==> src/rtl/video_pkg.sv <==
// Shared types, constants and helpers for the video output stage.
package video_pkg;

    localparam int GEOM_W = 32'sd12;

    // Measured frame geometry value.
    typedef logic [GEOM_W-1:0] geom_t;

    // Saturation limit for the pixel and line counters.
    localparam geom_t GEOM_MAX = 12'd4095;

    // Blanking word layout: {8'h00, preset[2:0], 13'h0000}.
    localparam int BLANK_PRESET_LSB = 32'sd13;
    localparam int BLANK_PRESET_MSB = 32'sd15;

    // One pixel as carried through the pipeline.
    typedef struct packed {
        logic        hs;
        logic        vs;
        logic        de;
        logic [23:0] rgb;
    } pix_t;

    // Widen a w-bit channel (right-aligned in val) to 8 bits. With rep set,
    // the MSB-aligned copy is ORed with copies shifted right by multiples of
    // w, which fills the LSBs with the input repeated MSB-first.
    function automatic logic [7:0] expand_chan(input logic [7:0] val, input int w, input logic rep);
        logic [7:0] aligned;
        logic [7:0] res;
        aligned = val << (32'sd8 - w);
        res     = aligned;
        if (rep) begin
            for (int k = 1; k < 8; k++) begin
                res = res | (aligned >> (w * k));
            end
        end else begin
            res = aligned;
        end
        return res;
    endfunction

    // Word driven on video_rgb while de is low.
    function automatic logic [23:0] blank_word(input logic [2:0] preset);
        logic [23:0] word;
        word = 24'h000000;
        word[BLANK_PRESET_MSB:BLANK_PRESET_LSB] = preset;
        return word;
    endfunction

endpackage

==> src/rtl/video_out_stage_if.sv <==
// Core-side colour/sync bundle feeding the video output stage.
interface video_out_stage_if #(
    parameter int RW = 32'sd8,
    parameter int GW = 32'sd8,
    parameter int BW = 32'sd8
);
    logic [RW-1:0] core_r;
    logic [GW-1:0] core_g;
    logic [BW-1:0] core_b;
    logic          core_hs;
    logic          core_vs;
    logic          core_de;

    modport master (output core_r, core_g, core_b, core_hs, core_vs, core_de);
    modport slave  (input  core_r, core_g, core_b, core_hs, core_vs, core_de);
endinterface

==> src/rtl/video_geom_meter.sv <==
// Measures active width/height of each frame from stage-1 de and vs and
// publishes them only on a vs rising edge that closes a frame with lines.
module video_geom_meter
    import video_pkg::*;
(
    input  logic  clk_vid,
    input  logic  reset,
    input  logic  de,
    input  logic  vs,
    output geom_t active_width,
    output geom_t active_height,
    output logic  geom_valid
);

    geom_t pix_q, pix_d;
    geom_t width_q, width_d;
    geom_t lines_q, lines_d;
    geom_t aw_q, aw_d;
    geom_t ah_q, ah_d;
    logic  valid_q, valid_d;
    logic  de_hist_q, de_hist_d;
    logic  vs_hist_q, vs_hist_d;
    logic  de_rise_s, de_fall_s, vs_rise_s;

    // Edge detection, counting, and publication of the finished frame.
    always_comb begin
        de_rise_s = de & ~de_hist_q;
        de_fall_s = ~de & de_hist_q;
        vs_rise_s = vs & ~vs_hist_q;
        de_hist_d = de;
        vs_hist_d = vs;
        pix_d     = pix_q;
        width_d   = width_q;
        lines_d   = lines_q;
        aw_d      = aw_q;
        ah_d      = ah_q;
        valid_d   = valid_q;

        // The rising-edge cycle is itself the first pixel of the line.
        if (de_rise_s) begin
            pix_d = 12'd1;
        end else if (de && (pix_q != GEOM_MAX)) begin
            pix_d = pix_q + 12'd1;
        end else begin
            pix_d = pix_q;
        end

        if (de_fall_s) begin
            width_d = pix_q;
            lines_d = (lines_q == GEOM_MAX) ? GEOM_MAX : (lines_q + 12'd1);
        end else begin
            width_d = width_q;
            lines_d = lines_q;
        end

        // lines_d already includes a line ending in this same cycle.
        if (vs_rise_s && (lines_d != 12'd0)) begin
            aw_d    = width_d;
            ah_d    = lines_d;
            valid_d = 1'b1;
            lines_d = 12'd0;
        end else begin
            aw_d    = aw_q;
            ah_d    = ah_q;
            valid_d = valid_q;
        end
    end

    // Counter, history and published-geometry registers.
    always_ff @(posedge clk_vid or posedge reset) begin
        if (reset) begin
            pix_q     <= 12'd0;
            width_q   <= 12'd0;
            lines_q   <= 12'd0;
            aw_q      <= 12'd0;
            ah_q      <= 12'd0;
            valid_q   <= 1'b0;
            de_hist_q <= 1'b0;
            vs_hist_q <= 1'b0;
        end else begin
            pix_q     <= pix_d;
            width_q   <= width_d;
            lines_q   <= lines_d;
            aw_q      <= aw_d;
            ah_q      <= ah_d;
            valid_q   <= valid_d;
            de_hist_q <= de_hist_d;
            vs_hist_q <= vs_hist_d;
        end
    end

    assign active_width  = aw_q;
    assign active_height = ah_q;
    assign geom_valid    = valid_q;

endmodule

==> src/rtl/video_out_stage.sv <==
// Video output stage: sync polarity normalisation, colour expansion to
// 8 bits per channel, configurable delay, sync pulse shaping and blanking
// word insertion, plus frame geometry measurement.
module video_out_stage
    import video_pkg::*;
#(
    parameter int RW     = 32'sd8,
    parameter int GW     = 32'sd8,
    parameter int BW     = 32'sd8,
    parameter int EXPAND = 32'sd1,
    parameter int DELAY  = 32'sd0
) (
    input  logic               clk_vid,
    input  logic               reset,
    video_out_stage_if.slave   core,
    input  logic [2:0]         video_preset,
    input  logic               hs_inv,
    input  logic               vs_inv,
    output logic [23:0]        video_rgb,
    output logic               video_hs,
    output logic               video_vs,
    output logic               video_de,
    output geom_t              active_width,
    output geom_t              active_height,
    output logic               geom_valid
);

    localparam logic REP = (EXPAND != 32'sd0);

    // Index 0 is stage 1; index DELAY feeds the output stage.
    pix_t pipe_d [0:DELAY];
    pix_t pipe_q [0:DELAY];
    pix_t stage1_s;
    pix_t tail_s;

    logic [23:0] rgb_q, rgb_d;
    logic        hs_q, hs_d;
    logic        vs_q, vs_d;
    logic        de_q, de_d;
    logic        hs_hist_q, hs_hist_d;
    logic        vs_hist_q, vs_hist_d;

    // Normalise sync polarity and widen each colour channel to 8 bits.
    always_comb begin
        stage1_s.hs  = core.core_hs ^ hs_inv;
        stage1_s.vs  = core.core_vs ^ vs_inv;
        stage1_s.de  = core.core_de;
        stage1_s.rgb = {expand_chan(8'(core.core_r), RW, REP),
                        expand_chan(8'(core.core_g), GW, REP),
                        expand_chan(8'(core.core_b), BW, REP)};
    end

    // Shift chain: stage 1 followed by DELAY identical stages.
    always_comb begin
        pipe_d[0] = stage1_s;
        for (int i = 1; i <= DELAY; i++) begin
            pipe_d[i] = pipe_q[i-1];
        end
    end

    // Pipeline registers.
    always_ff @(posedge clk_vid or posedge reset) begin
        if (reset) begin
            for (int i = 0; i <= DELAY; i++) begin
                pipe_q[i] <= '0;
            end
        end else begin
            for (int i = 0; i <= DELAY; i++) begin
                pipe_q[i] <= pipe_d[i];
            end
        end
    end

    assign tail_s = pipe_q[DELAY];

    // Output stage: one-cycle sync pulses on rising edges, blanking word when de is low.
    always_comb begin
        hs_hist_d = tail_s.hs;
        vs_hist_d = tail_s.vs;
        hs_d      = tail_s.hs & ~hs_hist_q;
        vs_d      = tail_s.vs & ~vs_hist_q;
        de_d      = tail_s.de;
        if (tail_s.de) begin
            rgb_d = tail_s.rgb;
        end else begin
            rgb_d = blank_word(video_preset);
        end
    end

    // Output registers and sync edge history.
    always_ff @(posedge clk_vid or posedge reset) begin
        if (reset) begin
            rgb_q     <= 24'h000000;
            hs_q      <= 1'b0;
            vs_q      <= 1'b0;
            de_q      <= 1'b0;
            hs_hist_q <= 1'b0;
            vs_hist_q <= 1'b0;
        end else begin
            rgb_q     <= rgb_d;
            hs_q      <= hs_d;
            vs_q      <= vs_d;
            de_q      <= de_d;
            hs_hist_q <= hs_hist_d;
            vs_hist_q <= vs_hist_d;
        end
    end

    assign video_rgb = rgb_q;
    assign video_hs  = hs_q;
    assign video_vs  = vs_q;
    assign video_de  = de_q;

    video_geom_meter u_geom (
        .clk_vid       (clk_vid),
        .reset         (reset),
        .de            (pipe_q[0].de),
        .vs            (pipe_q[0].vs),
        .active_width  (active_width),
        .active_height (active_height),
        .geom_valid    (geom_valid)
    );

endmodule

==> src/flat_wrapper.sv <==
// flat-port wrapper written by rule: the top's interface ports become plain ports
module video_out_stage_flat import video_pkg::*;
#(
    parameter int RW     = 32'sd8,
    parameter int GW     = 32'sd8,
    parameter int BW     = 32'sd8,
    parameter int EXPAND = 32'sd1,
    parameter int DELAY  = 32'sd0
)
  (clk_vid, reset, video_preset, hs_inv, vs_inv, video_rgb, video_hs, video_vs, video_de, active_width, active_height, geom_valid, core_core_r, core_core_g, core_core_b, core_core_hs, core_core_vs, core_core_de);
  video_out_stage_if #(.RW(RW), .GW(GW), .BW(BW)) core_i ();
  input  logic clk_vid;
  input  logic reset;
  input  logic [2:0] video_preset;
  input  logic hs_inv;
  input  logic vs_inv;
  output logic [23:0] video_rgb;
  output logic video_hs;
  output logic video_vs;
  output logic video_de;
  output geom_t active_width;
  output geom_t active_height;
  output logic geom_valid;
  input wire logic [$bits(core_i.core_r)-1:0] core_core_r;
  input wire logic [$bits(core_i.core_g)-1:0] core_core_g;
  input wire logic [$bits(core_i.core_b)-1:0] core_core_b;
  input wire logic [$bits(core_i.core_hs)-1:0] core_core_hs;
  input wire logic [$bits(core_i.core_vs)-1:0] core_core_vs;
  input wire logic [$bits(core_i.core_de)-1:0] core_core_de;
  assign core_i.core_r = core_core_r;
  assign core_i.core_g = core_core_g;
  assign core_i.core_b = core_core_b;
  assign core_i.core_hs = core_core_hs;
  assign core_i.core_vs = core_core_vs;
  assign core_i.core_de = core_core_de;
  video_out_stage #(.RW(RW), .GW(GW), .BW(BW), .EXPAND(EXPAND), .DELAY(DELAY)) u_core (.clk_vid(clk_vid), .reset(reset), .core(core_i), .video_preset(video_preset), .hs_inv(hs_inv), .vs_inv(vs_inv), .video_rgb(video_rgb), .video_hs(video_hs), .video_vs(video_vs), .video_de(video_de), .active_width(active_width), .active_height(active_height), .geom_valid(geom_valid));
endmodule
==> config.mk <==
export PLATFORM = sky130hd
export DESIGN_NAME = video_out_stage_flat
export DESIGN_NICKNAME = d
export VERILOG_FILES = /design/src/rtl/video_pkg.sv /design/src/rtl/video_out_stage_if.sv /design/src/rtl/video_geom_meter.sv /design/src/rtl/video_out_stage.sv /design/src/flat_wrapper.sv
export SDC_FILE = /design/constraint.sdc
export NUM_CORES = 1
export LEC_CHECK = 0
export BUFFER_PORTS_ARGS = -buffer_cell sky130_fd_sc_hd__buf_4
export CORE_MARGIN = 1.5
export CORE_UTILIZATION = 55
export CTS_BUF_LIST = sky130_fd_sc_hd__clkbuf_4 sky130_fd_sc_hd__clkbuf_8 sky130_fd_sc_hd__clkbuf_16
export CTS_CLUSTER_SIZE = 25
export DETAILED_ROUTE_END_ITERATION = 7
export GPL_ROUTABILITY_DRIVEN = 1
export PLACE_DENSITY = 0.83
export SYNTH_ARGS = -nofsm -noshare
export SYNTH_HDL_FRONTEND = slang
export SYNTH_SLANG_ARGS = --single-unit
==> constraint.sdc <==
create_clock -name clk_vid -period 4.42 [get_ports clk_vid]
set_clock_uncertainty 0.1 [all_clocks]
set_input_delay 0.221 -clock clk_vid [delete_from_list [all_inputs] [get_ports clk_vid]]
set_output_delay 0.221 -clock clk_vid [all_outputs]
set_load 0.01 [all_outputs]
==> summary.txt, run 1 <==
Worst setup path
  – Most used cell, CP: buf_4
  – Slowest stage delay, CP: a little over 0.5 ns
  – Crit Path Max Fanout: 33
  – Arrival @ worst endpoint: around 3.6 ns
  – Buf/Inv on CP: 3
  – Reg-to-reg startpoint: u_core.de_d$_DFF_PP0_
  – Crit-path slowest cell: a21oi_4
  – Worst Setup Path Type: register to register
  – FF-to-FF path depth: 9
  – Setup slack, reg-to-reg: 1.10 ns
  – Setup crit end: u_core.u_geom.active_height[2]$_DFFE_PP0P_
  – Crit path from: u_core.de_d$_DFF_PP0_
  – Reg-to-reg endpoint: u_core.u_geom.active_height[2]$_DFFE_PP0P_
  – CP delay by family, top: simple AND/OR/NAND/NOR gates
  – Levels on crit path: 9
  – Crit end category: register
  – Crit start category: register
  – CP required: ~4.7 ns
  – Worst-path cell chain: buf_4, nand2b_1, buf_4, nor4_1, xnor2_1, and4_4, a21oi_4, buf_4, mux2_4

Synth
  – EDFF count, synth: 0
  – Synthesis Warnings: 0
  – Ys flop type: dfrtp_1
  – Area of the mapped netlist: about 4600 um^2
  – Syn_area_per_cell: between 10 and 15 um^2
  – Post-Synthesis Cells: ~380
  – Syn_nets: 413
  – Synth unique cells: between 40 and 50
  – Share of the yosys chip area belonging to registers: 64.1%
  – Seq cells post-synth: ~120
  – Post-synth ARST share: between 90% and 100%

Min path
  – Worst min path class: input pin to register

CTS
  – Max clock buf depth: 2
  – CTS tree: yes
  – Post CTS Setup Buffer Count: 0
  – Root buffer cell: clkbuf_8
  – Clock slew at reported path FFs: 0.06 ns
  – Cts bufs inserted: 17
  – CTS H-Tree Depth: 4
  – Clk Latency, worst-skew pair: around 0.52 ns
  – CTS sink count: about 120

Die
  – Chip width: 94.2 um
  – I/O pins: between 80 and 90
  – Die H: 94.2 um
  – Rows: 33
  – Core area: approximately 8100 um^2
  – Die area: between 8000 and 9000 um^2
  – Starting density of the core: between 50% and 60%

Timing
  – # setup viols final: 0
  – Slew headroom: a little over a third
  – Setup TNS: 0 ns
  – RSZ-0062 raised after global routing: false
  – Minimum clock period: approximately 3.3 ns
  – Final-report max-slew violation count: 0
  – Final Hold Vio Count: 0
  – Maximum clock frequency: about 300 MHz
  – Hold Worst Slack: between 0.2 and 0.3 ns
  – Worst-margin pin slew: between 0.9 and 1 ns
  – Fin crit share: 75.0%

Status
  – Status: finished clean

Cells and area
  – Multi-input logic area: ~1500 um^2
  – Register area: 2930 um^2
  – Diode count: 0
  – Synthesis-to-layout area growth: 35.6%
  – FILL cells: ~500
  – Fin nets: ~540
  – Most common cell after layout, fill and taps aside: dfrtp_1
  – Most frequent cells in the layout: dfrtp_1, buf_4, nand2_1, dlygate4sd3_1, nor2_1
  – Post-route cell area: slightly above 6000 um^2
  – Share of layout cells above drive strength 1: about 29%

GRT
  – GRT Residual Overflow: 0
  – Largest net degree at the start of global routing: 82
  – Vias in the first global route: between 3000 and 4000
  – Total GRT Usage: 27.0%
  – Global-route wire length before repair: between 15000 and 20000 um
  – Initial antenna violation count: 0

Power and ir drop
  – Clk pwr share: 43.8%
  – P_int: 2.17 mW
  – Static Leak: between 2 and 3 nW
  – Switch Pwr: a little under 0.8 mW
  – Sw frac: between 20 and 30%
  – Max VDD drop: between 200 and 300 uV
  – Sequential power share: 41.5%
  – Combinational share of power: about 15%
  – Pwr dens: around 480 nW/um^2

Route
  – DRT iter0 DRCs: roughly 140
  – Remaining antenna violation count after routing: 0
  – Vias per cell: approximately 5.3
  – Post-route DRC: 0
  – Drt total wl: between 10000 and 15000 um
  – Vias post-DR: between 3000 and 4000
  – 1st-pass router iterations: 4
  – Wirelength per Cell: ~17 um

Placement
  – Port bufs: 85
  – Final RePlAce weighted congestion: just under 0.9
  – Post-DP HPWL: between 6000 and 7000 um
  – Area after DPL: about 5300 um^2

Run
  – Max Cap Viol: 0
## synth_stat cells (all sizes together) (2+ instances only)
cell type / number / area, um^2
dfrtp: 117 / 2930
nand2: 54 / 203
nor2: 24 / 90.1
and2: 21 / 131
mux2: 20 / 285
inv: 14 / 52.6
o21ai: 13 / 65.1
a21oi: 10 / 53.8
nand3: 10 / 50.1
buf: 8 / 58.8
clkbuf: 8 / 30.0
mux2i: 8 / 80.1
nor3: 8 / 45.0
xor2: 7 / 61.3
nand4: 6 / 37.5
xnor2: 6 / 52.6
nor4: 5 / 31.3
and4: 4 / 37.5
nor2b: 4 / 25.0
o22ai: 4 / 25.0
nand2b: 3 / 18.8
and3: 2 / 12.5
ha: 2 / 25.0
or3: 2 / 12.5
## power by group through the flow
stage                     logic [mW]  registers (mW)  clock network (mW)
after global placement         0.387            1.24                   0
final                          0.436            1.23                1.30
after detailed placement       0.404            1.24                   0
after global routing           0.473            1.24                1.36
after CTS                      0.437            1.23                1.30
after floorplan                0.247            1.25                   0
## registers in the layout, indices dropped and copies added (netlist names)
register,flops
u_core.de_d,1
u_core.hs_hist_d,1
u_core.hs_hist_q,1
u_core.pipe_q,24
u_core.u_geom.active_height,12
u_core.u_geom.active_width,12
u_core.u_geom.geom_valid,1
u_core.u_geom.lines_q,12
u_core.u_geom.pix_q,12
u_core.u_geom.width_q,12
u_core.video_de,1
u_core.video_hs,1
u_core.video_rgb,24
u_core.video_vs,1
u_core.vs_hist_d,1
u_core.vs_hist_q,1
## cell type report
class	count	share of cell area, %
flip-flops and latches	117	47.3
multi-input cells	230	24.3
repair buffers	123	16.2
clock buffers	19	7.13
well taps	105	2.12
clock inverters	13	2.02
inverters	14	0.889
## worst register-to-register path: cells and delay by family, from the launching register on
| kind | cells | cell delay [ns] |
|---|---|---|
| flip-flops | 1 | 0.36 |
| XOR/XNOR | 1 | 0.20 |
| multiplexers | 1 | 0.33 |
| AO/OA/AOI/OAI | 1 | 0.51 |
| AND/OR/NAND/NOR | 3 | 0.86 |
| buffers and inverters | 3 | 0.83 |
## routing by layer
layer | track usage, % | up-vias | routed length (um)
met5 | 0 | - | 0
met4 | 13.6 | 0 | 436
met3 | 6.96 | 30 | 458
met2 | 46.9 | 126 | 5740
met1 | 30.7 | 1636 | 3960
li1 | - | 1526 | -
## logic make-up after synthesis
family          Yosys count  synth area share [%]
mux                      28                  8.00
fa+ha+maj                 2                 0.548
simple gates            148                  16.1
flops                   117                  64.1
compound gates           39                  5.67
buf+inv                  30                  3.09
xor+xnor                 13                  2.49
## worst min-delay path by stage
stage / startpoint / to / cells after the start
CTS: core_core_b[7] / u_core.pipe_q[7]$_DFF_PP0_ / 2
global placement: core_core_b[5] / u_core.pipe_q[5]$_DFF_PP0_ / 1
detailed placement: core_core_g[4] / u_core.pipe_q[12]$_DFF_PP0_ / 1
floorplan: core_core_de / u_core.de_d$_DFF_PP0_ / 0
global route: core_core_b[0] / u_core.pipe_q[0]$_DFF_PP0_ / 2
finish: core_core_g[1] / u_core.pipe_q[9]$_DFF_PP0_ / 2
## metrics by stage
step	cells	setup WS, ns	util, %	total power [mW]
after global routing	621	0.944	76.2	3.08
after global placement	556	1.32	65.1	1.62
after detailed placement	556	1.22	65.1	1.65
after CTS	621	1.12	76.2	2.96
after floorplan	377	0.998	-	1.50
final	621	1.10	76.2	2.96
## what timing repair did
action,CTS,global route
resized for setup,0,0
hold buffers,33,0
endpoints found under the setup margin,0,0
hold endpoints to repair,110,0
Note: power is estimated with default switching activity, not from simulation.
==> run 2: changes to the inputs <==
Settings changed: ABC_AREA set to 1, CORE_UTILIZATION 55 to 50, PLACE_DENSITY 0.83 to 0.8.
Clock period 4.42 ns to 3 ns, I/O delays scaled along.
==> summary.txt, run 2 <==
CTS
  – Clk Latency, worst-skew pair: about 0.52 ns
  – Post CTS Setup Buffer Count: 0
  – Root buffer cell: clkbuf_8
  – CTS H-Tree Depth: 4
  – CTS Hold Buffers Added: 33
  – Cts bufs inserted: 17
  – Clock slew at reported path FFs: approximately 0.070 ns
  – CTS resizes: 0
  – CTS sink count: about 120
  – CTS tree: yes
  – Max clock buf depth: 2

Die
  – Starting density of the core: 51.3%
  – Die H: 100 um
  – Rows: 35
  – Die area: between 10000 and 15000 um^2
  – Chip width: 100 um
  – Core area: 9200 um^2
  – I/O pins: between 80 and 90

Route
  – Drt total wl: around 11000 um
  – Vias per cell: 5.02
  – Post-route DRC: 0
  – 1st-pass router iterations: 5
  – Vias post-DR: ~3800
  – DRT iter0 DRCs: around 260
  – Remaining antenna violation count after routing: 0
  – Wirelength per Cell: between 10 and 15 um

Synth
  – Synth unique cells: 33
  – Most frequent cell after synthesis: nand2_1
  – Post-Synthesis Cells: ~500
  – Yosys top cell area share: around 62%
  – Syn_nets: ~540
  – Seq cells post-synth: about 120
  – EDFF count, synth: 0
  – Synth area leaders: dfrtp_1, nand2_1, inv_1
  – Synthesis Warnings: 0
  – Area of the mapped netlist: around 4700 um^2
  – Post-synth ARST share: between 90% and 100%
  – Syn_area_per_cell: ~9.4 um^2
  – Post-synth top cells: nand2_1, dfrtp_1, inv_1, nand3_1, nor2_1
  – Ys flop type: dfrtp_1
  – Cell taking the most area after synthesis: dfrtp_1
  – Share of the yosys chip area belonging to registers: 62.1%

GRT
  – GRT Residual Overflow: 0
  – Vias in the first global route: ~4000
  – Initial antenna violation count: 0
  – Largest net degree at the start of global routing: between 100 and 150
  – Global-route wire length before repair: between 15000 and 20000 um
  – Total GRT Usage: approximately a quarter

Timing
  – Minimum clock period: around 2.5 ns
  – Fin crit share: 83.2%
  – Final-report max-slew violation count: 0
  – Maximum clock frequency: about 400 MHz
  – Final Hold Vio Count: 0
  – RSZ-0062 raised after global routing: false
  – Slew headroom: roughly 57%
  – # setup viols final: 0
  – Final setup margin: between 0.5 and 0.6 ns
  – Setup TNS: 0 ns
  – Worst-margin pin slew: between 0.6 and 0.7 ns

Worst setup path
  – Arrival @ worst endpoint: about 2.8 ns
  – Slowest stage delay, CP: approximately 0.61 ns
  – Reg-to-reg endpoint: u_core.u_geom.active_height[5]$_DFFE_PP0P_
  – Worst Setup Path Type: register to register
  – Buf/Inv on CP: 1
  – Setup slack, reg-to-reg: 0.50 ns
  – Crit-path slowest cell: dfrtp_1
  – Most used cell, CP: nand2_1
  – Crit Path Max Fanout: 33
  – Reg-to-reg startpoint: u_core.video_de$_DFF_PP0_
  – CP delay by family, top: simple AND/OR/NAND/NOR gates
  – Worst-path cell chain: inv_2, nor2_8, nand2_1, nor2_1, nand2_2, nand2_1, nor2_1, nand2_1, nor2_2, nand2_4, nand2_8, nand2_1, nand2_1
  – Crit start category: register
  – Crit end category: register
  – FF-to-FF path depth: 13
  – CP required: between 3 and 4 ns

Cells and area
  – Final core utilization: ~70%
  – Most frequent cells in the layout: nand2_1, dfrtp_1, buf_4, inv_1, nand3_1
  – Share of layout cells above drive strength 1: about a fifth
  – Diode count: 0
  – Most common cell after layout, fill and taps aside: nand2_1
  – Fin nets: ~660
  – Synthesis-to-layout area growth: 34.3%

Power and ir drop
  – Pwr dens: 684 nW/um^2
  – Max VDD drop: 574 uV
  – Final Power: 4.33 mW
  – Static Leak: 3.38 nW

Min path
  – Hold Path Stages: 2
  – Worst min path class: input pin to register
  – Hold endpoint: u_core.pipe_q[2]$_DFF_PP0_
  – Hold Crit Start: core_core_b[2]

Placement
  – Port bufs: between 80 and 90
  – Pre-CTS setup slack: ~0.54 ns
  – Final RePlAce weighted congestion: about 0.9
  – Post-DP HPWL: 6350 um

Run
  – Max Cap Viol: 0

Status
  – Status: finished clean
==> run 2: worst max path at each step <==
stage	from	to	slack, ns	cells after the start
floorplan	u_core.u_geom.lines_q[0]$_DFF_PP0_	u_core.u_geom.active_height[1]$_DFFE_PP0P_	1.11	13
global route	u_core.video_de$_DFF_PP0_	u_core.u_geom.active_width[1]$_DFFE_PP0P_	0.28	13
global placement	u_core.video_de$_DFF_PP0_	u_core.u_geom.active_width[7]$_DFFE_PP0P_	0.58	13
detailed placement	u_core.video_de$_DFF_PP0_	u_core.u_geom.active_width[11]$_DFFE_PP0P_	0.54	13
finish	u_core.video_de$_DFF_PP0_	u_core.u_geom.active_height[5]$_DFFE_PP0P_	0.50	13
CTS	u_core.video_de$_DFF_PP0_	u_core.u_geom.active_height[5]$_DFFE_PP0P_	0.51	13
==> run 2: layer usage <==
| layer | up-vias | track usage [%] | wire, um |
|---|---|---|---|
| li1 | 1814 | - | - |
| met1 | 1791 | 31.1 | 4620 |
| met2 | 142 | 40.0 | 5480 |
| met3 | 24 | 8.43 | 874 |
| met4 | 0 | 10.7 | 238 |
| met5 | - | 0 | 0 |
==> run 2: logic make-up (layout without fill, tap and decap cells) <==
| group | count (synthesis) | in the layout | synth area share [%] |
|---|---|---|---|
| xor+xnor | 5 | 5 | 0.929 |
| flops | 117 | 117 | 62.1 |
| fa+ha+maj | 2 | 2 | 0.531 |
| buf+inv | 85 | 223 | 7.67 |
| compound gates | 41 | 41 | 4.88 |
| simple gates | 252 | 252 | 23.9 |
==> run 2: where the power goes <==
part | switching (mW) | internal (mW) | leakage [nW]
Sequential | 0.0750 | 1.70 | 1.51
Clock | 0.780 | 1.13 | 0.269
Combinational | 0.403 | 0.243 | 1.60
==> run 2: stage by stage <==
stage,std cells,area [um^2],hold WS (ns)
after global placement,686,5440,0.159
after CTS,751,6330,0.162
after floorplan,502,4720,0.0814
after global routing,751,6330,0.172
final,751,6330,0.181
after detailed placement,686,5440,0.160
==> run 2: layout make-up <==
class	count	area, um^2
Sequential cell	117	2930
Tap cell	111	139
Fill cell	655	2870
Clock buffer	18	422
Inverter	70	272
Multi-Input combinational cell	300	1430
Timing Repair Buffer	121	1000
Clock inverter	14	139
==> run 2: worst register-to-register path, stage by stage, from the launching register on <==
cell and delay (ns):
dfrtp_1 0.61, inv_2 0.14, nor2_8 0.17, nand2_1 0.07, nor2_1 0.12, nand2_2 0.14
nand2_1 0.15, nor2_1 0.06, nand2_1 0.09, nor2_2 0.05, nand2_4 0.30, nand2_8 0.21
nand2_1 0.13, nand2_1 0.05
